$ cat config.mk
export PLATFORM = sky130hd
export DESIGN_NAME = uart_bus_master
export DESIGN_NICKNAME = d
export VERILOG_FILES = /design/src/rtl/uart_bus_master.sv
export SDC_FILE = /design/constraint.sdc
export NUM_CORES = 1
export LEC_CHECK = 0
export CAP_MARGIN = 10
export CORE_MARGIN = 5
export CORE_UTILIZATION = 40
export DETAILED_ROUTE_END_ITERATION = 6
export GPL_ROUTABILITY_DRIVEN = 0
export PLACE_DENSITY = 0.67
export SYNTH_ARGS = -nofsm -noshare
export SYNTH_HDL_FRONTEND = slang
export SYNTH_SLANG_ARGS = --single-unit
$ cat constraint.sdc
create_clock -name clk -period 2.5 [get_ports clk]
set_input_delay 0.25 -clock clk [delete_from_list [all_inputs] [get_ports clk]]
set_output_delay 0.25 -clock clk [all_outputs]
set_load 0.05 [all_outputs]
$ cat src/rtl/uart_bus_master.sv
// uart_bus_master: UART-driven initiator for the peripheral bus.
// Parses command frames from a byte-level UART receiver, issues one
// read or write on the peripheral bus, and streams a response frame
// to a byte-level UART transmitter.
//
// Ports:
//   clk, rst_n                 clock, asynchronous active-low reset
//   rx_data/rx_valid           received byte + one-cycle strobe
//   tx_data/tx_valid/tx_ready  response byte handshake
//   peripheralEnable/_we/_oe   bus transaction strobes
//   peripheralBus_address      16-bit target address
//   peripheralBus_byteSelect   byte lanes from command[7:4]
//   peripheralBus_dataWrite    write data (LSB byte first on the wire)
//   peripheralBus_dataRead     read data, captured on completion
//   peripheralBus_busy         responder stall
//   active                     frame in progress (first byte to last response byte)
//
// Optional build macro UART_BUS_MASTER_CHECKSUM_EN: adds a trailing XOR
// checksum byte to every command and response frame (CHECK state).
module uart_bus_master #(
  parameter int unsigned BUS_TIMEOUT = 256,
  parameter int unsigned RX_TIMEOUT  = 65535
) (
  input  logic        clk,
  input  logic        rst_n,
  input  logic [7:0]  rx_data,
  input  logic        rx_valid,
  output logic [7:0]  tx_data,
  output logic        tx_valid,
  input  logic        tx_ready,
  output logic        peripheralEnable,
  output logic        peripheralBus_we,
  output logic        peripheralBus_oe,
  output logic [15:0] peripheralBus_address,
  output logic [3:0]  peripheralBus_byteSelect,
  output logic [31:0] peripheralBus_dataWrite,
  input  logic [31:0] peripheralBus_dataRead,
  input  logic        peripheralBus_busy,
  output logic        active
);

  localparam int unsigned BUS_CNT_W = $clog2(BUS_TIMEOUT + 1);
  localparam int unsigned RX_CNT_W  = $clog2(RX_TIMEOUT + 1);

  localparam logic [2:0] S_IDLE  = 3'd0;
  localparam logic [2:0] S_ADDR0 = 3'd1;
  localparam logic [2:0] S_ADDR1 = 3'd2;
  localparam logic [2:0] S_WDATA = 3'd3;
  localparam logic [2:0] S_BUS   = 3'd4;
  localparam logic [2:0] S_RESP  = 3'd5;
`ifdef UART_BUS_MASTER_CHECKSUM_EN
  localparam logic [2:0] S_CHECK = 3'd6;
  localparam logic [7:0] ST_CKSUM = 8'hE2;
`endif

  localparam logic [7:0] ST_OK      = 8'h00;
  localparam logic [7:0] ST_BADOP   = 8'hEE;
  localparam logic [7:0] ST_TIMEOUT = 8'hE1;

  logic [2:0]           state_q, state_d;
  logic [RX_CNT_W-1:0]  rx_cnt_q, rx_cnt_d;
  logic [BUS_CNT_W-1:0] bus_cnt_q, bus_cnt_d;
  logic [1:0]           wcnt_q, wcnt_d;
  logic                 is_wr_q, is_wr_d;
  logic                 is_rd_q, is_rd_d;
  logic [3:0]           be_q, be_d;
  logic [15:0]          addr_q, addr_d;
  logic [31:0]          wdata_q, wdata_d;
  logic [31:0]          rdata_q, rdata_d;
  logic [7:0]           status_q, status_d;
  logic [2:0]           idx_q, idx_d;
  logic [7:0]           tx_data_q, tx_data_d;
  logic                 tx_valid_q, tx_valid_d;
  logic                 en_q, we_q, oe_q, active_q;
`ifdef UART_BUS_MASTER_CHECKSUM_EN
  logic [7:0]           rx_xor_q, rx_xor_d;
  logic [7:0]           tx_xor_q, tx_xor_d;
`endif

  logic       collecting, rx_expire, start_resp, rd_ok;
  logic [7:0] resp_status;
  logic [2:0] last_idx;

  // Next-state, datapath and response sequencing
  always_comb begin
    state_d     = state_q;
    wcnt_d      = wcnt_q;
    is_wr_d     = is_wr_q;
    is_rd_d     = is_rd_q;
    be_d        = be_q;
    addr_d      = addr_q;
    wdata_d     = wdata_q;
    rdata_d     = rdata_q;
    status_d    = status_q;
    idx_d       = idx_q;
    tx_data_d   = tx_data_q;
    tx_valid_d  = tx_valid_q;
    bus_cnt_d   = '0;
    start_resp  = 1'b0;
    resp_status = ST_OK;
`ifdef UART_BUS_MASTER_CHECKSUM_EN
    tx_xor_d    = tx_xor_q;
    rx_xor_d    = rx_xor_q;
    if (rx_valid) rx_xor_d = (state_q == S_IDLE) ? rx_data : (rx_xor_q ^ rx_data);
    collecting  = (state_q == S_ADDR0) || (state_q == S_ADDR1) ||
                  (state_q == S_WDATA) || (state_q == S_CHECK);
`else
    collecting  = (state_q == S_ADDR0) || (state_q == S_ADDR1) || (state_q == S_WDATA);
`endif
    // A byte on the expiry cycle wins over the timeout
    rx_expire = collecting && !rx_valid && (rx_cnt_q == RX_CNT_W'(RX_TIMEOUT - 1));
    rx_cnt_d  = (collecting && !rx_valid) ? rx_cnt_q + RX_CNT_W'(1) : '0;
    rd_ok     = is_rd_q && (status_q == ST_OK);
`ifdef UART_BUS_MASTER_CHECKSUM_EN
    last_idx  = rd_ok ? 3'd5 : 3'd1;
`else
    last_idx  = rd_ok ? 3'd4 : 3'd0;
`endif

    case (state_q)
      S_IDLE: begin
        if (rx_valid) begin
          is_rd_d = (rx_data[3:0] == 4'h1);
          is_wr_d = (rx_data[3:0] == 4'h2);
          be_d    = rx_data[7:4];
          state_d = S_ADDR0;
        end
      end
      S_ADDR0: begin
        if (rx_valid) begin
          addr_d[7:0] = rx_data;
          state_d     = S_ADDR1;
        end else if (rx_expire) begin
          state_d = S_IDLE;
        end
      end
      S_ADDR1: begin
        if (rx_valid) begin
          addr_d[15:8] = rx_data;
          wcnt_d       = 2'd0;
          if (is_wr_q) begin
            state_d = S_WDATA;
          end else begin
`ifdef UART_BUS_MASTER_CHECKSUM_EN
            state_d = S_CHECK;
`else
            if (is_rd_q) begin
              state_d = S_BUS;
            end else begin
              start_resp  = 1'b1;
              resp_status = ST_BADOP;
            end
`endif
          end
        end else if (rx_expire) begin
          state_d = S_IDLE;
        end
      end
      S_WDATA: begin
        if (rx_valid) begin
          // Shift in from the top so the first byte ends up in [7:0]
          wdata_d = {rx_data, wdata_q[31:8]};
          wcnt_d  = wcnt_q + 2'd1;
          if (wcnt_q == 2'd3) begin
`ifdef UART_BUS_MASTER_CHECKSUM_EN
            state_d = S_CHECK;
`else
            state_d = S_BUS;
`endif
          end
        end else if (rx_expire) begin
          state_d = S_IDLE;
        end
      end
`ifdef UART_BUS_MASTER_CHECKSUM_EN
      S_CHECK: begin
        if (rx_valid) begin
          if (rx_data != rx_xor_q) begin
            start_resp  = 1'b1;
            resp_status = ST_CKSUM;
          end else if (is_wr_q || is_rd_q) begin
            state_d = S_BUS;
          end else begin
            start_resp  = 1'b1;
            resp_status = ST_BADOP;
          end
        end else if (rx_expire) begin
          state_d = S_IDLE;
        end
      end
`endif
      S_BUS: begin
        if (!peripheralBus_busy) begin
          rdata_d     = peripheralBus_dataRead;
          start_resp  = 1'b1;
          resp_status = ST_OK;
        end else if (bus_cnt_q == BUS_CNT_W'(BUS_TIMEOUT - 1)) begin
          start_resp  = 1'b1;
          resp_status = ST_TIMEOUT;
        end else begin
          bus_cnt_d = bus_cnt_q + BUS_CNT_W'(1);
        end
      end
      S_RESP: begin
        // tx_valid is always high here; each acceptance loads the next byte
        if (tx_ready) begin
          if (idx_q == last_idx) begin
            state_d    = S_IDLE;
            tx_valid_d = 1'b0;
          end else begin
            idx_d = idx_q + 3'd1;
`ifdef UART_BUS_MASTER_CHECKSUM_EN
            if (rd_ok && (idx_q < 3'd4)) begin
              tx_data_d = rdata_q[7:0];
              rdata_d   = {8'h00, rdata_q[31:8]};
              tx_xor_d  = tx_xor_q ^ rdata_q[7:0];
            end else begin
              tx_data_d = tx_xor_q;
            end
`else
            tx_data_d = rdata_q[7:0];
            rdata_d   = {8'h00, rdata_q[31:8]};
`endif
          end
        end
      end
      default: state_d = S_IDLE;
    endcase

    if (start_resp) begin
      state_d    = S_RESP;
      status_d   = resp_status;
      idx_d      = 3'd0;
      tx_data_d  = resp_status;
      tx_valid_d = 1'b1;
`ifdef UART_BUS_MASTER_CHECKSUM_EN
      tx_xor_d   = resp_status;
`endif
    end
  end

  // State and output registers
  always_ff @(posedge clk or negedge rst_n) begin
    if (!rst_n) begin
      state_q    <= S_IDLE;
      rx_cnt_q   <= '0;
      bus_cnt_q  <= '0;
      wcnt_q     <= '0;
      is_wr_q    <= 1'b0;
      is_rd_q    <= 1'b0;
      be_q       <= '0;
      addr_q     <= '0;
      wdata_q    <= '0;
      rdata_q    <= '0;
      status_q   <= '0;
      idx_q      <= '0;
      tx_data_q  <= '0;
      tx_valid_q <= 1'b0;
      en_q       <= 1'b0;
      we_q       <= 1'b0;
      oe_q       <= 1'b0;
      active_q   <= 1'b0;
`ifdef UART_BUS_MASTER_CHECKSUM_EN
      rx_xor_q   <= '0;
      tx_xor_q   <= '0;
`endif
    end else begin
      state_q    <= state_d;
      rx_cnt_q   <= rx_cnt_d;
      bus_cnt_q  <= bus_cnt_d;
      wcnt_q     <= wcnt_d;
      is_wr_q    <= is_wr_d;
      is_rd_q    <= is_rd_d;
      be_q       <= be_d;
      addr_q     <= addr_d;
      wdata_q    <= wdata_d;
      rdata_q    <= rdata_d;
      status_q   <= status_d;
      idx_q      <= idx_d;
      tx_data_q  <= tx_data_d;
      tx_valid_q <= tx_valid_d;
      // Strobes follow the BUS state exactly
      en_q       <= (state_d == S_BUS);
      we_q       <= (state_d == S_BUS) && is_wr_d;
      oe_q       <= (state_d == S_BUS) && is_rd_d;
      active_q   <= (state_d != S_IDLE);
`ifdef UART_BUS_MASTER_CHECKSUM_EN
      rx_xor_q   <= rx_xor_d;
      tx_xor_q   <= tx_xor_d;
`endif
    end
  end

  assign tx_data                  = tx_data_q;
  assign tx_valid                 = tx_valid_q;
  assign peripheralEnable         = en_q;
  assign peripheralBus_we         = we_q;
  assign peripheralBus_oe         = oe_q;
  assign peripheralBus_address    = addr_q;
  assign peripheralBus_byteSelect = be_q;
  assign peripheralBus_dataWrite  = wdata_q;
  assign active                   = active_q;

endmodule

Yosys cells after proc, flatten, opt, wreduce, memory -nomap -nowiden
Cells that the tools add are included.
{"block": "totals", "output_inout_bits": 65, "register_bits": 140, "inputBits": 45, "word_cells": 117}
{"block": "op_classes", "n_mux": 52, "n_addsub": 4, "reduce_logical": 24, "eq_ne": 18}
{"op": "$mux W32", "count": 3}
{"op": "$mux W8", "count": 9}
{"op": "$pmux W32 S2", "count": 1}
{"op": "$mux W3", "count": 16}
{"op": "$mux W9", "count": 3}
{"op": "$pmux W3 S6", "count": 1}
{"op": "$add A16 B1 Y16 const B", "count": 1}
{"op": "$eq A16 B16 Y1 const B", "count": 1}
{"op": "$mux W16", "count": 1}
{"op": "$pmux W8 S2", "count": 1}
{"op": "$mux W1", "count": 13}
{"op": "$ne A2 B2 Y1 const B", "count": 6}
{"op": "$reduce_bool A2 Y1", "count": 5}
{"op": "$add A9 B1 Y9 const B", "count": 1}
{"op": "$eq A3 B3 Y1 const B", "count": 3}
{"op": "$eq A9 B8 Y1 const B", "count": 1}
{"op": "$reduce_and A3 Y1", "count": 3}
{"op": "$logic_not A8 Y1", "count": 1}
{"op": "$reduce_and A2 Y1", "count": 4}
{"op": "$eq A3 B2 Y1 const B", "count": 2}
{"op": "$logic_and A1 B1 Y1", "count": 5}
{"op": "$eq A4 B1 Y1 const B", "count": 1}
{"op": "$eq A4 B2 Y1 const B", "count": 1}
{"op": "$mux W2", "count": 2}
{"op": "other kinds (12)", "count": 13}

Logic depth before layout (Yosys ltp)
{"block": "logic_depth", "ltp_word": 11, "mapped_depth": 8, "depth_no_buf": 7}

Worst setup path after synthesis
No wires, ideal clock.
{"block": "synth_timing", "kind": "reg2reg", "from": "register status_q[0]", "to": "register rdata_q[10]", "synth_period_minus_slack_ns": 1.790, "stages_incl_launch_ff": 6, "slack_ns": 0.710, "arrival_ns": 1.649, "setup_ns": 0.141, "n_path_buf": 1, "required_time_ns": 2.359, "cell_sequence": "dfrtp_1 > nor4b_4 > mux2_2 > o22ai_2 > clkbuf_1 > a31oi_1"}
{"block": "synth_via", "elab_chain_cells": 6}
{"item": "start: declaration", "line_no": "70", "text": "logic [7:0] status_q, status_d;"}
{"item": "start signal: assignment", "line_no": "278", "text": "status_q <= status_d;"}
{"item": "$logic_not A8 Y1", "line_no": "113", "text": "rd_ok = is_rd_q && (status_q == ST_OK);"}
{"item": "$logic_and A1 B1 Y1", "line_no": "113"}
{"item": "$mux W3", "line_no": "117", "text": "last_idx = rd_ok ? 3'd4 : 3'd0;"}
{"item": "$eq A3 B3 Y1", "line_no": "207", "text": "if (idx_q == last_idx) begin"}
{"item": "$ne A2 B2 Y1 (no source line)"}
{"item": "$reduce_and A4 Y1 (no source line)"}
{"item": "end signal: assignment", "line_no": "277", "text": "rdata_q <= rdata_d;"}
{"item": "end: declaration", "line_no": "69", "text": "logic [31:0] rdata_q, rdata_d;"}
No other way between the ends.
A chain may end at the register's enable or synchronous reset.

Worst setup path in the final report
{"block": "layout_timing", "from": "register state_q[0]", "to": "register tx_data_q[0], in the netlist tx_data[0]"}
{"block": "layout_via", "elab_chain_cells": 4, "word_cells_on_any_way": 10, "classes_between": "4 x eq/ne; 3 x mux; 3 x reduce/logical"}
{"item": "start: declaration", "line_no": "60", "text": "logic [2:0] state_q, state_d;"}
{"item": "start signal: assignment", "line_no": "268", "text": "state_q <= state_d;"}
{"item": "$eq A3 B3 Y1 or $eq A3 B2 Y1 (tied branches)", "line_no": "120", "text": "case (state_q)"}
{"item": "$pmux W1 S2", "line_no": "120"}
{"item": "$ne A2 B2 Y1 (no source line) or $reduce_bool A2 Y1 (tied branches)"}
{"item": "$reduce_and A3 Y1 (no source line)"}
{"item": "end signal: assignment", "line_no": "280", "text": "tx_data_q <= tx_data_d;"}
{"item": "end: declaration", "line_no": "72", "text": "logic [7:0] tx_data_q, tx_data_d;"}
Parallel ways exist; a longest one is shown, timed or not.

==> impl_metrics.py <==
metrics = {
    "setup_path": {
        "crit_slowest_cell": "dfrtp_1",
        "regToRegStartpoint": "state_q[0]",
        "setup.worst_path.end_class": "flop",
        "critPathMaxStageDelay_ns": 0.60,
        "worstPathCellList": "or3b_1, nor3_1, nor3_2, nand2_2, o221a_1",
        "crit_fanout": 16,
        "cp-start-kind": "flop",
        "cp_data_arrival_time_ns": 2.36,
        "r2r_slack_ns": 0.44,
        "r2r_cells": 5,
        "worstReg2RegEnd": "tx_data[0]",
        "crit_type": "flop to flop",
        "required_ns": 2.80,
    },
    "synthesis": {
        "async_flop_share": 1.00,
        "synth_nets": 653,
        "synth_common_cells": "nand2_1, dfrtp_1, nor2_1, a31oi_1, nand3_1",
        "synth_cell_types": 48,
        "muxShareOfSynthArea": 0.0357,
        "synth-seq-cells": 135,
        "synth_fa_ha_area_frac": 0.0128,
        "syn-instance-count": 602,
        "ys_dominant_reg_cell": "dfrtp_1",
        "synth.most_common_cell": "nand2_1",
        "synth_enable_flop_cells": 0,
        "synth.largest_area_cell": "dfrtp_1",
        "synth.top_cells.by_area": "dfrtp_1, nand2_1, nor2_1",
        "ys_seq_area_frac": 0.578,
        "netlist.area_leader.share": 0.578,
        "yosysWarnings": 0,
        "synth_top_family_by_area": "simple AND/OR/NAND/NOR gates",
        "synth-simple-area-share": 0.252,
        "netlist_area_um2": 5850,
        "synth_area_per_cell_um2": 9.71,
        "yosys.area_share.xor_xnor": 0.0285,
        "synth-compound-area-share": 0.0683,
    },
    "route": {
        "drc": 0,
        "antenna_left": 0,
        "first_pass_iters": 4,
        "wl_per_cell_um": 14.9,
        "drt_iter0_drc": 311,
        "vias": 4584,
        "routed_wirelength_mm": 13.6,
        "viasPerCell": 5.00,
    },
    "floorplanning": {
        "rows": 44,
        "start_util": 0.405,
        "chipHeight_um": 131,
        "coreArea_um2": 14400,
        "die_w_um": 131,
        "ios": 110,
        "die-area_um2": 17100,
    },
    "sta": {
        "tightestPinTransition_ns": 0.630,
        "hold_viol": 0,
        "fin_tns_setup_ns": 0,
        "final_max_slew_viol_count": 0,
        "finalClockSkew_ns": 0.00630,
        "max_freq_mhz": 486,
        "period_share": 0.824,
        "relSlewSlack": 0.580,
        "setup_viol": 0,
        "rsz0062_at_grt": "no",
        "period_minus_slack_ns": 2.06,
    },
    "cts": {
        "cts_buffer_depth": 2,
        "cts_tree": "yes",
        "insertion_delay_ns": 0.42,
        "post_cts_buffers": 0,
        "root_buffer": "clkbuf_16",
        "clkTransAtPathRegs_ns": 0.05,
        "cts_sinks": 135,
        "h-tree-depth": 4,
        "cts_buffers": 17,
    },
    "power": {
        "combPwrFrac": 0.404,
        "p_clk_frac": 0.259,
        "total_power_w": 0.0105,
        "p_sw_frac": 0.399,
        "switchingPower_w": 0.00420,
        "power_density_nw_per_um2": 1340,
        "power.internal_w": 0.00632,
        "p_seq_frac": 0.337,
        "power_leakage_nw": 3.57,
        "vdd_drop_max_mv": 0.628,
    },
    "status": {
        "status": "completed",
    },
    "job": {
        "cap_violations": 0,
    },
    "worst_hold_path": {
        "holdCritStartpoint": "peripheralBus_dataRead[30]",
        "hold_depth": 3,
        "min_path_type": "input pin to flop",
        "min_to": "rdata_q[30]",
    },
    "placement": {
        "portBuffers": 109,
        "hpwl_mm": 9.81,
    },
    "grt": {
        "grt_antenna_before_repair": 0,
        "overflow": 0,
        "grt_util_all_layers": 0.168,
        "grt_max_degree": 68,
        "grt_pass1_wl_mm": 22.5,
        "first_global_vias": 4619,
    },
    "layout": {
        "fin_util": 0.545,
        "multi_input_area_um2": 2330,
        "drive_above_1_share": 0.0984,
        "n_fill_cell": 1274,
        "syn_to_final_growth_pct": 34.4,
        "regArea_um2": 3380,
        "diodes": 0,
        "fin_nets": 770,
    },
}
[metrics by stage]
step	std cells	hold slack [ns]	setup WS [ns]	area (um^2)
CTS	916	0.362	0.421	7860
global placement	883	0.288	0.443	7200
global route	916	0.385	0.263	7860
finish	916	0.377	0.441	7860
floorplan	602	-0.0456	0.710	5850
detailed placement	883	0.292	0.449	7200
[layout make-up]
cell class | instances | share of cell area
sequential | 135 | 0.430
multi-input combinational | 431 | 0.296
timing repair buffer | 125 | 0.158
clock buffer | 23 | 0.0608
tap | 184 | 0.0293
clock inverter | 9 | 0.0216
inverter | 9 | 0.00430
[registers in the layout (all words and copies together), names as in the netlist]
register                  cells
active                        1
is_wr_q                       1
tx_data                       8
peripheralBus_address        16
peripheralBus_we              1
state_q                       3
status_q                      3
peripheralBus_oe              1
wcnt_q                        2
peripheralEnable              1
rx_cnt_q                     16
is_rd_q                       1
tx_valid                      1
bus_cnt_q                     9
peripheralBus_byteSelect      4
rdata_q                      32
peripheralBus_dataWrite      32
idx_q                         3
[layer usage]
metal / GRT usage / vias to the layer above / part of all wire
met5: 0 / - / 0
met2: 0.270 / 113 / 0.49
li1: - / 2256 / -
met4: 0.0714 / 0 / 0.018
met1: 0.213 / 2195 / 0.43
met3: 0.0467 / 20 / 0.056
[cell usage in the layout (no fill, tap or decap), drive strengths merged, types with 5 or more instances in the layout]
master         count
dfrtp            135
or3                5
nor3              15
ha                 6
xnor2              7
xor2              12
mux2              15
buf               16
clkbuf            23
nand3             21
nand2            198
a21oi              7
clkdlybuf4s50    108
a31oi             26
nand4              6
nor2              56
bufinv             5
inv                9
o21ai             15
[how the worst max path moves through the flow]
stage,slack [ns],to,startpoint,cells past startpoint
after floorplan,0.71,rdata_q[10],status_q[0],5
after global placement,0.44,peripheralBus_oe,rx_valid,6
after detailed placement,0.45,peripheralBus_oe,rx_valid,6
after CTS,0.42,idx_q[2],state_q[0],6
after global routing,0.26,rdata_q[4],is_rd_q,6
final,0.44,tx_data[0],state_q[0],5
[cells by family (layout without fill, tap and decap cells)]
| family | count (synthesis) | after routing |
|---|---|---|
| AO/OA/AOI/OAI | 59 | 59 |
| AND/OR/NAND/NOR | 328 | 328 |
| XOR/XNOR | 19 | 19 |
| multiplexers | 19 | 19 |
| buffers and inverters | 36 | 166 |
| adder cells (fa/ha/maj) | 6 | 6 |
| flip-flops | 135 | 135 |
[power by group through the flow]
| stage | Sequential, W | Combinational (W) | Clock, W |
|---|---|---|---|
| detailed placement | 0.00358 | 0.00428 | 0 |
| CTS | 0.00355 | 0.00430 | 0.00277 |
| global placement | 0.00354 | 0.00421 | 0 |
| floorplan | 0.00503 | 0.00129 | 0 |
| global route | 0.00366 | 0.00456 | 0.00286 |
| finish | 0.00354 | 0.00424 | 0.00273 |
[critical path, delay by kind of cell (launching register included)]
| family | cells | cell delay [ns] |
|---|---|---|
| DFF | 1 | 0.60 |
| and+or+nand+nor | 4 | 1.09 |
| AOI/OAI and AO/OA | 1 | 0.25 |
[repair_timing]
item | in CTS | in global routing
hold endpoints to repair | 65 | 0
resized for setup | 0 | 0
hold buffers | 1 | 0
(Power assumes the default switching activity.)
